==> src/rtl/frame_sequencer_pkg.sv <==
// Purpose : shared types and default sizing for the per-frame sprite sequencer.
// Latency : n/a (types and constants only).
// Backpressure: n/a.
package frame_sequencer_pkg;

  localparam int DEF_NUM_RENDERERS = 2;
  localparam int DEF_SETTLE_CYCLES = 4;
  localparam int DEF_CLEAR_TIMEOUT = 1024;
  localparam int DEF_CNT_W         = 16;

  // Encoding is visible on the debug state port; keep the order stable.
  typedef enum logic [2:0] {
    IDLE      = 3'd0,
    CLEAR     = 3'd1,
    DRAW      = 3'd2,
    SWAP_WAIT = 3'd3,
    SWAP      = 3'd4
  } frame_state_t;

endpackage

==> src/rtl/frame_sequencer_if.sv <==
// Purpose : bundles the display-timing, host, framebuffer and sprite-driver signals of the sequencer.
// Latency : n/a (wiring only).
// Backpressure: swap is a req/ack level-pulse pair; everything else is pulse or level, no stalls.
// Ports   : master = frame_sequencer side, slave = the surrounding blocks (timing, host, fb, sprite_driver).
interface frame_sequencer_if
  import frame_sequencer_pkg::*;
#(
  parameter int NUM_RENDERERS = DEF_NUM_RENDERERS,
  parameter int CNT_W         = DEF_CNT_W
);
  logic                     vsync_start;
  logic                     host_commit;
  logic                     fb_clear_start;
  logic                     fb_resetting;
  logic                     draw_enable;
  logic                     sprite_queue_is_empty;
  logic [NUM_RENDERERS-1:0] render_busy;
  logic                     fb_swap_req;
  logic                     fb_swap_ack;
  logic                     frame_done;
  logic [CNT_W-1:0]         overrun_count;
  logic                     clear_timeout;
  frame_state_t             state;

  modport master (
    input  vsync_start, host_commit, fb_resetting, sprite_queue_is_empty, render_busy, fb_swap_ack,
    output fb_clear_start, draw_enable, fb_swap_req, frame_done, overrun_count, clear_timeout, state
  );

  modport slave (
    output vsync_start, host_commit, fb_resetting, sprite_queue_is_empty, render_busy, fb_swap_ack,
    input  fb_clear_start, draw_enable, fb_swap_req, frame_done, overrun_count, clear_timeout, state
  );
endinterface

==> src/rtl/frame_sequencer_drain_detector.sv <==
// Purpose : counts consecutive idle DRAW cycles and flags the frame as drained.
// Latency : drained is combinational, high in the SETTLE_CYCLES-th consecutive idle cycle.
// Backpressure: none; any non-idle cycle (or leaving DRAW) restarts the count.
// Ports   : enable (in DRAW), commit (host commit latched), queue_empty, render_busy -> drained.
module frame_sequencer_drain_detector
  import frame_sequencer_pkg::*;
#(
  parameter int NUM_RENDERERS = DEF_NUM_RENDERERS,
  parameter int SETTLE_CYCLES = DEF_SETTLE_CYCLES
) (
  input  logic                     clock,
  input  logic                     reset,
  input  logic                     enable,
  input  logic                     commit,
  input  logic                     queue_empty,
  input  logic [NUM_RENDERERS-1:0] render_busy,
  output logic                     drained
);
  localparam int SW = $clog2(SETTLE_CYCLES + 1);

  logic          idle;
  logic [SW-1:0] settle_q;

  assign idle    = enable && commit && queue_empty && (render_busy == '0);
  // Fires on the last idle cycle so the FSM leaves DRAW on that same edge.
  assign drained = idle && (settle_q == SW'(SETTLE_CYCLES - 1));

  always_ff @(posedge clock) begin
    if (!reset) begin
      settle_q <= '0;
    end else if (idle) begin
      settle_q <= settle_q + 1'b1;
    end else begin
      settle_q <= '0;
    end
  end
endmodule

==> src/rtl/frame_sequencer.sv <==
// Purpose : per-frame controller: clear on vsync, open draw window, detect drain, request swap on next vsync.
// Latency : vsync_start -> fb_clear_start 1 cycle; fb_swap_ack -> frame_done/fb_clear_start 1 cycle.
// Backpressure: fb_swap_req held until fb_swap_ack; vsyncs arriving while still clearing/drawing are counted, not queued.
// Ports   : clock, reset (sync, active-low), bus (frame_sequencer_if.master: timing, host, fb and sprite signals).
module frame_sequencer
  import frame_sequencer_pkg::*;
#(
  parameter int NUM_RENDERERS = DEF_NUM_RENDERERS,
  parameter int SETTLE_CYCLES = DEF_SETTLE_CYCLES,
  parameter int CLEAR_TIMEOUT = DEF_CLEAR_TIMEOUT,
  parameter int CNT_W         = DEF_CNT_W
) (
  input  logic              clock,
  input  logic              reset,
  frame_sequencer_if.master bus
);
  localparam int TW = $clog2(CLEAR_TIMEOUT + 1);

  frame_state_t   state_q, state_d;
  logic           clr_start_q, clr_start_d;
  logic           done_q, done_d;
  logic           ovr_inc, tmo_set, tmo_q;
  logic           seen_q, commit_q, commit_nxt_q;
  logic           drained, swap_ack, in_clear;
  logic [TW-1:0]  tmo_cnt_q;
  logic [CNT_W-1:0] ovr_q;

  assign swap_ack = (state_q == SWAP) && bus.fb_swap_ack;
  // True while we remain in CLEAR across this edge; seen flag and timeout restart on every entry.
  assign in_clear = (state_q == CLEAR) && (state_d == CLEAR);

  frame_sequencer_drain_detector #(
    .NUM_RENDERERS (NUM_RENDERERS),
    .SETTLE_CYCLES (SETTLE_CYCLES)
  ) u_drain (
    .clock       (clock),
    .reset       (reset),
    .enable      (state_q == DRAW),
    .commit      (commit_q),
    .queue_empty (bus.sprite_queue_is_empty),
    .render_busy (bus.render_busy),
    .drained     (drained)
  );

  always_comb begin
    state_d     = state_q;
    clr_start_d = 1'b0;
    done_d      = 1'b0;
    ovr_inc     = 1'b0;
    tmo_set     = 1'b0;
    case (state_q)
      IDLE: begin
        if (bus.vsync_start) begin
          state_d     = CLEAR;
          clr_start_d = 1'b1;
        end
      end
      CLEAR: begin
        ovr_inc = bus.vsync_start;
        if (seen_q && !bus.fb_resetting) begin
          state_d = DRAW;
        end else if (!seen_q && !bus.fb_resetting && (tmo_cnt_q == TW'(CLEAR_TIMEOUT - 1))) begin
          tmo_set = 1'b1;
          state_d = DRAW;
        end
      end
      DRAW: begin
        // A vsync on the drain cycle is the swap vsync, not a miss.
        if (drained) begin
          state_d = bus.vsync_start ? SWAP : SWAP_WAIT;
        end else begin
          ovr_inc = bus.vsync_start;
        end
      end
      SWAP_WAIT: begin
        if (bus.vsync_start) state_d = SWAP;
      end
      SWAP: begin
        if (bus.fb_swap_ack) begin
          state_d     = CLEAR;
          clr_start_d = 1'b1;
          done_d      = 1'b1;
        end
      end
      default: state_d = IDLE;
    endcase
  end

  always_ff @(posedge clock) begin
    if (!reset) begin
      state_q      <= IDLE;
      clr_start_q  <= 1'b0;
      done_q       <= 1'b0;
      ovr_q        <= '0;
      tmo_q        <= 1'b0;
      seen_q       <= 1'b0;
      tmo_cnt_q    <= '0;
      commit_q     <= 1'b0;
      commit_nxt_q <= 1'b0;
    end else begin
      state_q     <= state_d;
      clr_start_q <= clr_start_d;
      done_q      <= done_d;
      if (ovr_inc && (ovr_q != '1)) ovr_q <= ovr_q + 1'b1;
      if (tmo_set) tmo_q <= 1'b1;
      seen_q    <= in_clear ? (seen_q | bus.fb_resetting) : 1'b0;
      tmo_cnt_q <= in_clear ? (tmo_cnt_q + 1'b1) : '0;
      // Commits after drain belong to the next frame: park them until the swap retires this one.
      if (swap_ack) begin
        commit_q     <= commit_nxt_q | bus.host_commit;
        commit_nxt_q <= 1'b0;
      end else if ((state_q == SWAP_WAIT) || (state_q == SWAP)) begin
        commit_nxt_q <= commit_nxt_q | bus.host_commit;
      end else begin
        commit_q <= commit_q | bus.host_commit;
      end
    end
  end

  assign bus.fb_clear_start = clr_start_q;
  assign bus.draw_enable    = (state_q == DRAW);
  assign bus.fb_swap_req    = (state_q == SWAP);
  assign bus.frame_done     = done_q;
  assign bus.overrun_count  = ovr_q;
  assign bus.clear_timeout  = tmo_q;
  assign bus.state          = state_q;
endmodule

==> src/flat_wrapper.sv <==
// flat-port wrapper written by rule: the top's interface ports become plain ports
module frame_sequencer_flat import frame_sequencer_pkg::*;
#(
  parameter int NUM_RENDERERS = DEF_NUM_RENDERERS,
  parameter int SETTLE_CYCLES = DEF_SETTLE_CYCLES,
  parameter int CLEAR_TIMEOUT = DEF_CLEAR_TIMEOUT,
  parameter int CNT_W         = DEF_CNT_W
)
  (clock, reset, bus_vsync_start, bus_host_commit, bus_fb_resetting, bus_sprite_queue_is_empty, bus_render_busy, bus_fb_swap_ack, bus_fb_clear_start, bus_draw_enable, bus_fb_swap_req, bus_frame_done, bus_overrun_count, bus_clear_timeout, bus_state);
  frame_sequencer_if #(.NUM_RENDERERS(NUM_RENDERERS), .CNT_W(CNT_W)) bus_i ();
  input  logic clock;
  input  logic reset;
  input wire logic [$bits(bus_i.vsync_start)-1:0] bus_vsync_start;
  input wire logic [$bits(bus_i.host_commit)-1:0] bus_host_commit;
  input wire logic [$bits(bus_i.fb_resetting)-1:0] bus_fb_resetting;
  input wire logic [$bits(bus_i.sprite_queue_is_empty)-1:0] bus_sprite_queue_is_empty;
  input wire logic [$bits(bus_i.render_busy)-1:0] bus_render_busy;
  input wire logic [$bits(bus_i.fb_swap_ack)-1:0] bus_fb_swap_ack;
  output wire logic [$bits(bus_i.fb_clear_start)-1:0] bus_fb_clear_start;
  output wire logic [$bits(bus_i.draw_enable)-1:0] bus_draw_enable;
  output wire logic [$bits(bus_i.fb_swap_req)-1:0] bus_fb_swap_req;
  output wire logic [$bits(bus_i.frame_done)-1:0] bus_frame_done;
  output wire logic [$bits(bus_i.overrun_count)-1:0] bus_overrun_count;
  output wire logic [$bits(bus_i.clear_timeout)-1:0] bus_clear_timeout;
  output wire logic [$bits(bus_i.state)-1:0] bus_state;
  assign bus_i.vsync_start = bus_vsync_start;
  assign bus_i.host_commit = bus_host_commit;
  assign bus_i.fb_resetting = bus_fb_resetting;
  assign bus_i.sprite_queue_is_empty = bus_sprite_queue_is_empty;
  assign bus_i.render_busy = bus_render_busy;
  assign bus_i.fb_swap_ack = bus_fb_swap_ack;
  assign bus_fb_clear_start = bus_i.fb_clear_start;
  assign bus_draw_enable = bus_i.draw_enable;
  assign bus_fb_swap_req = bus_i.fb_swap_req;
  assign bus_frame_done = bus_i.frame_done;
  assign bus_overrun_count = bus_i.overrun_count;
  assign bus_clear_timeout = bus_i.clear_timeout;
  assign bus_state = bus_i.state;
  frame_sequencer #(.NUM_RENDERERS(NUM_RENDERERS), .SETTLE_CYCLES(SETTLE_CYCLES), .CLEAR_TIMEOUT(CLEAR_TIMEOUT), .CNT_W(CNT_W)) u_core (.clock(clock), .reset(reset), .bus(bus_i));
endmodule
==> config.mk <==
export PLATFORM = sky130hd
export DESIGN_NAME = frame_sequencer_flat
export DESIGN_NICKNAME = d
export VERILOG_FILES = /design/src/rtl/frame_sequencer_pkg.sv /design/src/rtl/frame_sequencer_if.sv /design/src/rtl/frame_sequencer_drain_detector.sv /design/src/rtl/frame_sequencer.sv /design/src/flat_wrapper.sv
export SDC_FILE = /design/constraint.sdc
export NUM_CORES = 1
export LEC_CHECK = 0
export CELL_PAD_IN_SITES_DETAIL_PLACEMENT = 1
export CELL_PAD_IN_SITES_GLOBAL_PLACEMENT = 1
export CORE_MARGIN = 3
export CORE_UTILIZATION = 42
export DETAILED_ROUTE_END_ITERATION = 7
export GPL_TIMING_DRIVEN = 0
export PLACE_DENSITY = 0.95
export SLEW_MARGIN = 20
export SYNTH_ARGS = -nofsm -noshare
export SYNTH_HDL_FRONTEND = slang
export SYNTH_SLANG_ARGS = --single-unit
export TNS_END_PERCENT = 5
==> constraint.sdc <==
create_clock -name clock -period 2.8 [get_ports clock]
set_clock_uncertainty 0.05 [all_clocks]
set_input_delay 0.42 -clock clock [delete_from_list [all_inputs] [get_ports clock]]
set_output_delay 0.42 -clock clock [all_outputs]
set_load 0.005 [all_outputs]
Word level (Yosys, flattened, before mapping) --
Cells that the tools add are included.
Storage, ports and cells: flip-flop bits (word level) 39, output and inout port bits 24, word-level logic and storage cells 63, bits of input ports 9
Operators by class: reduce and logical (&&, ||, !) cells 19, bitwise gates (word level) 4, add/sub/neg operators 3, muxes and demuxes 18, equal/unequal tests 9
Operators with widths (count):
- 2-to-1 mux 3 bit | 7
- adder 16 x 1 -> 16 bit, second input constant | 1
- != test 16 bit, second input constant | 1
- one-hot mux 3 bit (5 select lines) | 1
- adder 11 x 1 -> 11 bit, second input constant | 1
- equality test 11 x 10 -> 1 bit, second input constant | 1
- logical AND 1 bit | 10
- equality test 3 x 2 -> 1 bit, second input constant | 3
- 2-to-1 mux 1 bit | 8
- equality test 3 x 1 -> 1 bit, second input constant | 2
- AND reduction 2 bit | 3
- one-hot mux 1 bit (2 select lines) | 2
- adder 3 x 1 -> 3 bit, second input constant | 1
- equality test 3 bit, second input constant | 1
- zero test 3 bit | 1
- OR 1 bit | 3
- zero test 1 bit | 2
- zero test 2 bit | 1
- != test 2 x 1 -> 1 bit, second input constant | 1
- OR reduction 2 bit | 1
- logical OR 1 bit | 1
- inverter 1 bit | 1

Depth between registers and ports, before layout --
depth in word-level cells 10, depth in mapped cells 7, mapped depth without buffers 6

Cells and area by module --
Synthesis repeated with hierarchy kept, for this count alone.
Second synthesis, totals: cells, all modules 214, area total of the unflattened synthesis 1871.8 um^2
Modules (own cells, without submodules):
- frame_sequencer | times used 1, sequential area each 720.7 um^2, cells an instance 199, area each 1709.1 um^2
- frame_sequencer_drain_detector | times used 1, sequential area each 60.1 um^2, cells an instance 15, area each 162.7 um^2

Least setup slack after synthesis --
No wires, ideal clock.
path type register -> register, start reg u_core.ovr_q[0], in the netlist u_core.bus.overrun_count[0], end reg u_core.ovr_q[5], in the netlist u_core.bus.overrun_count[5], clock period less this slack 1842 ps, arrival time 1701 ps, buffers on the path 0, stages on the path, launching flop included 6, setup time 91 ps, setup slack 958 ps, data required time 2659 ps, cell sequence dfxtp_1 -> ha_1 -> nand2_1 -> nor4_2 -> a21oi_2 -> a311oi_1
On the way: cells in the longest elaborated chain, start to end 2, elaborated cells between the ends (all ways) 3, those cells by class add/sub: 1; eq/ne: 1; reduce/logical: 1
Ends and longest elaborated chain:
- start: declaration | line frame_sequencer.sv:26 | logic [CNT_W-1:0] ovr_q;
- start signal: assignment | line frame_sequencer.sv:104 | if (ovr_inc && (ovr_q != '1)) ovr_q <= ovr_q + 1'b1;
- branches (longest 2 deep; another with adder 16 x 1 -> 16 bit)
Several ways; the timed one is not identified. A chain may end at the register's enable or synchronous reset.

Worst setup path in the final report --
start reg u_core.state_q[2], in the netlist u_core.bus.state[2], end out bus_fb_swap_req
On the way: cells in the longest elaborated chain, start to end 1
Ends and longest elaborated chain:
- start: declaration | line frame_sequencer.sv:19 | frame_state_t state_q, state_d;
- start signal: assignment | line frame_sequencer.sv:101 | state_q <= state_d;
- equality test 3 bit | line frame_sequencer.sv:122 | assign bus.fb_swap_req = (state_q == SWAP);
- end: declaration | line flat_wrapper.sv:21 | output wire logic [$bits(bus_i.fb_swap_req)-1:0] bus_fb_swap_req;
No other way between the ends.

==> reports/results.tsv <==
metric	value	unit
critPathMaxFanout	10	
synth_cells	221	
tightest_slew	0.796	ns
path_class	reg2out	
end_kind	primary output	
maxCapViolations	0	
dp_slack	0.334	ns
outcome	finished clean	
grt_util_all_layers	20.3	%
synth-simple-area-share	28.5	%
worstHoldPathType	reg2reg	
yosysSeqAreaShare	40.6	%
async_flop_share	0	%
powerDensity	475	mW/mm²
synth_cell_types	44	
clock-sinks	39	
dpl.hpwl	3650	µm
slew_headroom	46.5	%
grt-ovfl-total	0	
syn_nets	234	
synthAdderAreaFrac	2.60	%
arrival	1.91	ns
drt_first_pass_iters	4	
ir_drop	0.351	mV
crit_path_start_kind	register	
grt_pass1_vias	1875	
postPlaceCellArea	0.00230	mm²
num_io_pins	33	
hold_viol_final	0	
vias	1794	
drive_gt1_share	7.66	%
gp_congestion	0.826	
postRouteAntennaNets	0	
die_width	73.6	µm
setup_viol	0	
num-nets-final	273	
synth_top_family_by_area	simple AND/OR/NAND/NOR gates	
area_growth	26.0	%
p_leak	0.873	nW
reg2reg_slack	0.54	ns
die_h	73.6	µm
path_clk_slew	0.08	ns
finalSetupTns	0	ns
rows	23	
drt-vias-per-instance	5.77	
worstPathRequired	2.33	ns
wl_per_cell	16.5	µm
drt_wl_total	5150	µm
cts_hold_buf	0	
portBuffers	32	
insertion_delay	0.29	ns
cts_resized	0	
drt_iter0_drc	75	
synth_xor_area_share	4.56	%
cts_buffers	5	
cts_tree	built	
final_cell_area	0.00242	mm²
ys.flop_type	dfxtp_1	
yosys_warnings	0	
synth_edf_count	0	
antenna_found_initial	0	
drv_slew	0	
netlist_area	0.00192	mm²
synth_seq_cells	39	
start_util	45.7	%
grt_max_degree	15	
finalCriticalPeriod	2.38	ns
synth_compound_area_share	13.7	%
cts-root-buf	clkbuf_8	
grt_pass1_wl	8670	µm
min_period_over_period	85.1	%
dieArea	0.00542	mm²
n_antenna_cell	0	
drc	0	
core	0.00420	mm²
synth.avg_cell_area	8.70	µm²
postCtsSetupBuffers	0	
clk_path_buf_depth	2	
fin_ws	0.418	ns
nFillCells	503	
rsz0062_at_grt	false	
h-tree-depth	2	
fmax	420	MHz
synth_mux_area_share	6.77	%
==> cell usage in the layout (no fill, tap or decap), drive strengths merged, types with 3 or more instances in the layout <==
| master | Yosys | routed |
|---|---|---|
| dfxtp | 39 | 39 |
| clkdlybuf4s50 | 0 | 32 |
| nand2 | 27 | 27 |
| nor2 | 22 | 22 |
| mux2i | 13 | 13 |
| nand3 | 13 | 13 |
| inv | 9 | 10 |
| clkbuf | 5 | 10 |
| nand2b | 9 | 9 |
| and3 | 9 | 9 |
| a21oi | 7 | 7 |
| xor2 | 6 | 6 |
| o21ai | 5 | 5 |
| a211oi | 5 | 5 |
| xnor2 | 4 | 4 |
| ha | 4 | 4 |
| nand4 | 4 | 4 |
| nor4 | 4 | 4 |
| and2 | 3 | 3 |
| a31oi | 3 | 3 |
| a311oi | 3 | 3 |
| o31ai | 3 | 3 |
==> final timing paths <==
path | from | to | depth (start not counted)
worst min-delay path | u_core.u_drain.settle_q[0] | u_core.u_drain.settle_q[0] | 1
worst max-delay path | u_core.bus.state[2] | bus_fb_swap_req | 3
worst min register to register | u_core.u_drain.settle_q[0] | u_core.u_drain.settle_q[0] | 1
worst max register to register | u_core.bus.overrun_count[0] | u_core.bus.overrun_count[5] | 5
==> kinds of logic after synthesis <==
family	Yosys count
AO/OA/AOI/OAI	35
XOR/XNOR	10
adder cells (fa/ha/maj)	4
buffers and inverters	16
flip-flops	39
multiplexers	13
AND/OR/NAND/NOR	104
==> where the power goes <==
| group | internal (W) | switching, W | total [W] |
|---|---|---|---|
| sequential | 0.000563 | 0.00000916 | 0.000572 |
| combinational | 0.0000426 | 0.0000552 | 0.0000978 |
| clock | 0.000270 | 0.000211 | 0.000481 |
==> metrics by stage <==
step           instances  hold WS (ns)  utilization (%)  total power, W
5_1_grt              311         0.415             57.6         0.00120
3_3_place_gp         303         0.360             54.9        0.000675
3_5_place_dp         303         0.367             54.9        0.000679
6_report             311         0.379             57.6         0.00115
4_1_cts              311         0.380             57.6         0.00116
2_1_floorplan        221         0.349                -        0.000637
==> synth_stat cells (5+ instances only) <==
library cell / instances / area share (%)
nand2b_1: 9 / 2.9
o21ai_0: 5 / 1.3
a211oi_1: 5 / 2.0
mux2i_1: 13 / 6.8
nor2_1: 22 / 4.3
inv_1: 9 / 1.8
xor2_1: 6 / 2.7
and3_1: 9 / 2.9
a21oi_1: 6 / 1.6
nand2_1: 27 / 5.3
dfxtp_1: 39 / 41
nand3_1: 13 / 3.4
==> registers in the layout, summed over array words and instances, names as in the netlist <==
register / cells
u_core.seen_q: 1
u_core.commit_q: 1
u_core.tmo_cnt_q: 11
u_core.bus.overrun_count: 16
u_core.bus.state: 3
u_core.u_drain.settle_q: 3
u_core.bus.fb_clear_start: 1
u_core.bus.frame_done: 1
u_core.bus.clear_timeout: 1
u_core.commit_nxt_q: 1
==> worst max-delay path, stage by stage, from the launching register on <==
cell and delay [ns]:
dfxtp_1 0.53, or3b_2 0.53, inv_1 0.07, clkdlybuf4s50_1 0.49
==> routing by layer <==
metal	vias up	global-route usage [%]	wire length (µm)	share of wire (%)
met2	42	37.7	2640	51
li1	871	-	-	-
met5	-	0	0	0
met4	0	3.02	31	0.60
met1	874	24.6	2300	45
met3	7	3.42	179	3.5
==> layout make-up <==
cell class | count | area, µm² | area share, %
buffer | 7 | 30.0 | 1.24
clock buffer | 5 | 68.8 | 2.84
clock inverter | 3 | 47.5 | 1.96
inverter | 9 | 33.8 | 1.40
multi-input combinational | 166 | 1080 | 44.5
sequential | 39 | 781 | 32.2
tap | 50 | 62.6 | 2.58
timing repair buffer | 32 | 320 | 13.2
Power figures use the tool's default switching activity.
